--- src/rtl/hazard_sb.sv ---
// ============================================================================
// Module   : hazard_sb
// Function : Hazard unit and scoreboard for a 5-stage MIPS-style pipeline.
//            It produces the forwarding selects, the load-use, branch, jr and
//            mult/div stalls, and a multi-cycle mult/div busy tracker.
//            Defining HAZ_STATS_EN adds a saturating stallCount output.
// Revision : 1.0 - initial release
// ============================================================================
`default_nettype none

module hazard_sb #(
  parameter int AW     = 5,
  parameter int MD_LAT = 4
) (
  input  logic          clk,
  input  logic          reset_n,
  input  logic [AW-1:0] rsD,
  input  logic [AW-1:0] rtD,
  input  logic [AW-1:0] rsE,
  input  logic [AW-1:0] rtE,
  input  logic [AW-1:0] WriteRegE,
  input  logic [AW-1:0] WriteRegM,
  input  logic [AW-1:0] WriteRegW,
  input  logic          RegWriteE,
  input  logic          RegWriteM,
  input  logic          RegWriteW,
  input  logic          MemtoRegE,
  input  logic          MemtoRegM,
  input  logic          BranchD,
  input  logic          jrD,
  input  logic          mdStartE,
  input  logic          mdUseD,
  output logic          ForwardAD,
  output logic          ForwardBD,
  output logic [1:0]    ForwardAE,
  output logic [1:0]    ForwardBE,
  output logic          StallF,
  output logic          StallD,
  output logic          FlushE,
`ifdef HAZ_STATS_EN
  output logic [15:0]   stallCount,
`endif
  output logic          mdBusy
);

  localparam logic [3:0]    MD_LOAD = 4'(MD_LAT - 1);
  localparam logic [AW-1:0] ZERO    = '0;

  logic [3:0] mdcnt_q, mdcnt_d;
  logic       lwstall, branchstall, jrstall, mdstall;
  logic       e_hits_d, m_load_hits_d, e_hits_rs, m_load_hits_rs;

  // ALU forwarding: the younger producer in M wins over the one in W.
  always_comb begin
    ForwardAE = 2'b00;
    if (rsE != ZERO && rsE == WriteRegM && RegWriteM)      ForwardAE = 2'b10;
    else if (rsE != ZERO && rsE == WriteRegW && RegWriteW) ForwardAE = 2'b01;
    ForwardBE = 2'b00;
    if (rtE != ZERO && rtE == WriteRegM && RegWriteM)      ForwardBE = 2'b10;
    else if (rtE != ZERO && rtE == WriteRegW && RegWriteW) ForwardBE = 2'b01;
  end

  always_comb begin
    ForwardAD = (rsD != ZERO) && (rsD == WriteRegM) && RegWriteM;
    ForwardBD = (rtD != ZERO) && (rtD == WriteRegM) && RegWriteM;
  end

  always_comb begin
    e_hits_d       = RegWriteE && (WriteRegE != ZERO) &&
                     ((WriteRegE == rsD) || (WriteRegE == rtD));
    m_load_hits_d  = MemtoRegM && (WriteRegM != ZERO) &&
                     ((WriteRegM == rsD) || (WriteRegM == rtD));
    e_hits_rs      = RegWriteE && (WriteRegE != ZERO) && (WriteRegE == rsD);
    m_load_hits_rs = MemtoRegM && (WriteRegM != ZERO) && (WriteRegM == rsD);

    lwstall     = MemtoRegE && (WriteRegE != ZERO) &&
                  ((WriteRegE == rsD) || (WriteRegE == rtD));
    branchstall = BranchD && (e_hits_d || m_load_hits_d);
    jrstall     = jrD && (e_hits_rs || m_load_hits_rs);
    mdstall     = mdUseD && (mdBusy || mdStartE);

    FlushE = lwstall || branchstall || jrstall || mdstall;
    StallF = FlushE;
    StallD = FlushE;
  end

  // A new issue restarts the countdown even if the unit is still busy.
  always_comb begin
    mdcnt_d = mdcnt_q;
    if (mdStartE)            mdcnt_d = MD_LOAD;
    else if (mdcnt_q != 4'd0) mdcnt_d = mdcnt_q - 4'd1;
  end

  always_ff @(posedge clk or negedge reset_n) begin
    if (!reset_n) mdcnt_q <= 4'd0;
    else          mdcnt_q <= mdcnt_d;
  end

  assign mdBusy = (mdcnt_q != 4'd0);

`ifdef HAZ_STATS_EN
  logic [15:0] stall_count_q, stall_count_d;

  always_comb begin
    stall_count_d = stall_count_q;
    if (FlushE && stall_count_q != 16'hFFFF) stall_count_d = stall_count_q + 16'd1;
  end

  always_ff @(posedge clk or negedge reset_n) begin
    if (!reset_n) stall_count_q <= 16'd0;
    else          stall_count_q <= stall_count_d;
  end

  assign stallCount = stall_count_q;
`endif

endmodule

`default_nettype wire

--- config.mk ---
export PLATFORM = sky130hd
export DESIGN_NAME = hazard_sb
export DESIGN_NICKNAME = d
export VERILOG_FILES = /design/src/rtl/hazard_sb.sv
export SDC_FILE = /design/constraint.sdc
export NUM_CORES = 1
export LEC_CHECK = 0
export ABC_CLOCK_PERIOD_IN_PS = 4120
export CAP_MARGIN = 20
export CORE_ASPECT_RATIO = 1.25
export CORE_UTILIZATION = 39
export DETAILED_ROUTE_END_ITERATION = 8
export HOLD_SLACK_MARGIN = 0.15
export PLACE_DENSITY_LB_ADDON = 0.15
export SYNTH_ARGS = -nofsm -noshare
export SYNTH_HDL_FRONTEND = slang
export SYNTH_SLANG_ARGS = --single-unit
export TNS_END_PERCENT = 1
--- constraint.sdc ---
create_clock -name clk -period 4.12 [get_ports clk]
set_input_delay 0.618 -clock clk [delete_from_list [all_inputs] [get_ports clk]]
set_output_delay 0.618 -clock clk [all_outputs]
set_load 0.005 [all_outputs]
# Word level (Yosys, flattened, before mapping)
# Cells that the tools add are included.
# word_totals
in_bits,46
out_inout_bits,10
word_cells,57
register_bits,4
# classes
mux,6
add_sub_neg,1
reduce_logical,39
eq_ne,10
# op_table
op,count
== test 5 bit,10
nonzero test 5 bit,6
logical AND 1 bit,23
logical OR 1 bit,8
2-to-1 mux 4 bit,2
2-to-1 mux 2 bit,2
nonzero test 4 bit,1
subtractor 4 x 1 -> 4 bit (second input constant),1
2-to-1 mux 1 bit,2
nonzero test 2 bit,1

# Longest topological paths before layout
# logic_depth
depth_word,8
depth_mapped,8

# Least setup slack after synthesis
# No wires, ideal clock.
# synth_path
path_type,input to output
startpoint,in WriteRegM[1]
endpoint,out StallD
arrival_time_ps,1902
t_required_ps,3502
stages,7
n_path_buf,2
path_slack_ps,1600
path_cell_list,buf_6 -> or4_4 -> o21ai_2 -> a21oi_1 -> a31oi_1 -> o2111ai_1 -> buf_4
# synth_via
elab_chain_cells,8
# synth_rtl
item,line,text
from (decl),22,"input logic [AW-1:0] WriteRegM,"
"== test 5 bit, or another cell as far along","72, 74",
logical OR 1 bit / logical AND 1 bit (equally long branches),"72, 71, 74",
logical AND 1 bit,71,m_load_hits_d = MemtoRegM && (WriteRegM != ZERO) &&
logical OR 1 bit,78,branchstall = BranchD && (e_hits_d || m_load_hits_d);
logical AND 1 bit,78,
logical OR 1 bit,82,FlushE = lwstall || branchstall || jrstall || mdstall;
logical OR 1 bit (*) (2 in series),82,
to (decl),38,"output logic StallD,"
# Mark *: on every way between the ends. The rest lies on a longest branch, timed or not.

# Worst setup path in the final report
# layout_path
startpoint,in WriteRegM[0]
endpoint,out StallF
# layout_via
elab_chain_cells,8
# layout_rtl
item,line,text
"== test 5 bit, or another cell as far along","72, 74",
logical OR 1 bit / logical AND 1 bit (equally long branches),"72, 71, 74",
logical AND 1 bit,71,
logical OR 1 bit,78,
logical AND 1 bit,78,
logical OR 1 bit,82,
logical OR 1 bit (*) (2 in series),82,
to (decl),37,"output logic StallF,"
# Marked as above.

==> impl_metrics.env <==
export IMPL_yosysWarnings=0
export IMPL_drv_cap=0
export IMPL_drtPass1Iterations=7
export IMPL_rsz0062_at_grt="false"
export IMPL_startpoint_type="input port"
export IMPL_grt_pass1_wl_um=3650
export IMPL_nFillCells=188
export IMPL_total_leakage_power_nw=0.495
export IMPL_largest_register_ff_count=4
export IMPL_hold_viol=0
export IMPL_worstPathRequired_ns=3.50
export IMPL_dieArea_sq_mm=0.00240
export IMPL_globalRouteOverflowTotal=0
export IMPL_post_route_period_util_pct=81.3
export IMPL_worstMarginPinSlew_ns=0.378
export IMPL_yosysTopAreaCell="xnor2_1"
export IMPL_synth_nets=157
export IMPL_multi_input_area_sq_um=682
export IMPL_start_util_pct=42.5
export IMPL_top_regs="mdcnt_q: 4 flops"
export IMPL_path_clk_slew_ns=0.04
export IMPL_synth_area_top_cells="xnor2_1, xor2_1, dfrtp_1"
export IMPL_cts_tree="yes"
export IMPL_cts_buffer_depth=2
export IMPL_period_needed_ns=3.35
export IMPL_skew_ns=0.00504
export IMPL_worst_hold_path_type="register to register"
export IMPL_coreArea_sq_mm=0.00203
export IMPL_cts_root_buffer="clkbuf_4"
export IMPL_area_sequential_sq_um=100
export IMPL_cts_sinks=4
export IMPL_hold_buffers=0
export IMPL_grt_util_all_layers_pct=20.3
export IMPL_combPwrFrac_pct=59.1
export IMPL_grt_max_degree=6
export IMPL_drive_gt1_share_pct=5.00
export IMPL_yosysTopAreaCellShare_pct=26.5
export IMPL_cts_setup_buffers=0
export IMPL_setup_viol=0
export IMPL_fmax_ghz=0.298
export IMPL_crit_path_end_kind="primary output"
export IMPL_synth_cells=110
export IMPL_rows=18
export IMPL_power_net_switching_uw=76.0
export IMPL_antennaDiodeCount=0
export IMPL_final_setup_tns_ns=0
export IMPL_drc_errors=2
export IMPL_fin_total_pwr_uw=237
export IMPL_ioPinCount=56
export IMPL_layout_common_cells="clkdlybuf4s50_1, xnor2_1, xor2_1"
export IMPL_final_common_cell="clkdlybuf4s50_1"
export IMPL_violations="design-rule violations"
export IMPL_swShare_pct=32.0
export IMPL_antenna_found_initial=0
export IMPL_htree_levels=1
export IMPL_routedWlPerCell_um=12.8
export IMPL_nNetsFinal=209
export IMPL_netlist_area_sq_um=861
export IMPL_grt_pass1_vias=934
export IMPL_synthToLayoutAreaGrowth_pct=61.6
export IMPL_place_port_buffers=55
export IMPL_ir_drop_uv=115
export IMPL_die_width_um=44.0
export IMPL_post_cts_resized=0
export IMPL_vias_per_cell=5.29
export IMPL_status="finished with violations"
export IMPL_clk_insertion_delay_late_ns=0.23
export IMPL_routed_wl_um=2300
export IMPL_final_max_slew_violation_count=0
export IMPL_cts_made_buffers=3
export IMPL_worstSetupPathType="input port to primary output"
export IMPL_post_synth_cell_area_avg_sq_um=7.83
export IMPL_largest_register="mdcnt_q"
export IMPL_place_gp_congestion=0.713
export IMPL_die_h_um=54.5
export IMPL_synth_seq_cells=4
export IMPL_powerDensity_mw_per_mm2=170
export IMPL_power_frac_clock_pct=20.0
export IMPL_maxSlewHeadroom_pct=74.6
export IMPL_drtAntennaViolNets=0
export IMPL_yosysUniqueCellTypes=29
export IMPL_hpwl_um=2090
export IMPL_vias=952
export IMPL_seq_power_share_pct=20.9
export IMPL_yosysSeqAreaShare_pct=11.6
export IMPL_crit_fanout=5
export IMPL_drt_iter0_drc=8
export IMPL_cp_data_arrival_time_ns=2.73
export IMPL_internal_power_uw=161
layer usage:
layer  GRT usage, %  share of wire, %
met5              0                 0
met4           9.60              0.52
met3           1.98               5.1
met2           42.2                58
met1           19.5                37
metrics by stage:
stage	setup WS [ns]	cells	hold WS (ns)	instance area (sq um)	util (%)
2_1_floorplan	1.60	110	0.322	861	-
3_3_place_gp	0.795	177	0.528	1370	67.5
3_5_place_dp	0.751	177	0.542	1370	67.5
4_1_cts	0.748	180	0.556	1390	68.6
5_1_grt	0.555	180	0.581	1390	68.6
6_report	0.769	180	0.546	1390	68.6
final timing paths:
| check | startpoint | end | slack (ns) | cells after the start |
|---|---|---|---|---|
| worst max-delay path | WriteRegM[0] | StallF | 0.77 | 8 |
| worst min-delay path | mdcnt_q[0] | mdcnt_q[0] | 0.55 | 2 |
| worst max register to register | mdcnt_q[0] | mdcnt_q[1] | 2.66 | 5 |
| worst min register to register | mdcnt_q[0] | mdcnt_q[0] | 0.55 | 2 |
| max in group asynchronous | reset_n | mdcnt_q[2] | 3.36 | 1 |
| min in group asynchronous | reset_n | mdcnt_q[0] | 0.59 | 1 |
layout make-up:
type                    count  area share, %
flip-flops and latches      4           7.19
inverters                   3          0.809
multi-input cells          95           49.0
clock buffers               3           1.62
well taps                  20           1.80
repair buffers             55           39.6
worst max-delay path, cell delays in order:
cell             delay (ns)
clkdlybuf4s50_1        0.57
xor2_1                 0.23
nor3_1                 0.17
nand3_1                0.11
a21oi_1                0.17
a31oi_1                0.05
o2111ai_1              0.26
clkdlybuf4s50_1        0.55
kinds of logic after synthesis:
kind of cell | after synthesis | synth area share (%)
xor gates and xnor gates | 41 | 41.7
and+or+nand+nor | 41 | 26.9
AOI/OAI and AO/OA | 11 | 7.85
buffers and inverters | 11 | 9.16
DFF | 4 | 11.6
muxes | 1 | 1.31
adders and majority gates | 1 | 1.45
synth_stat cells:
cell,count
a21oi_1,2
a31oi_1,1
buf_4,4
buf_6,3
clkbuf_1,1
dfrtp_1,4
ha_1,1
inv_1,3
mux2_2,1
nand2_1,7
nand2b_1,2
nand3_1,4
nand3_2,1
nand4_1,4
nor2_1,7
nor3_1,4
nor3_2,1
nor4_1,4
o2111ai_1,1
o21ai_0,4
o21ai_2,1
o22ai_1,1
o31ai_1,1
or3_1,1
or3b_1,1
or4_1,4
or4_4,1
xnor2_1,26
xor2_1,15
power groups by stage:
stage	Clock, mW	Sequential [mW]	Combinational [mW]
6_report	0.0474	0.0495	0.140
5_1_grt	0.0502	0.0504	0.155
4_1_cts	0.0509	0.0495	0.141
3_5_place_dp	0	0.0499	0.140
3_3_place_gp	0	0.0498	0.136
2_1_floorplan	0	0.0489	0.0727
Note: power is estimated with default switching activity, not from simulation.
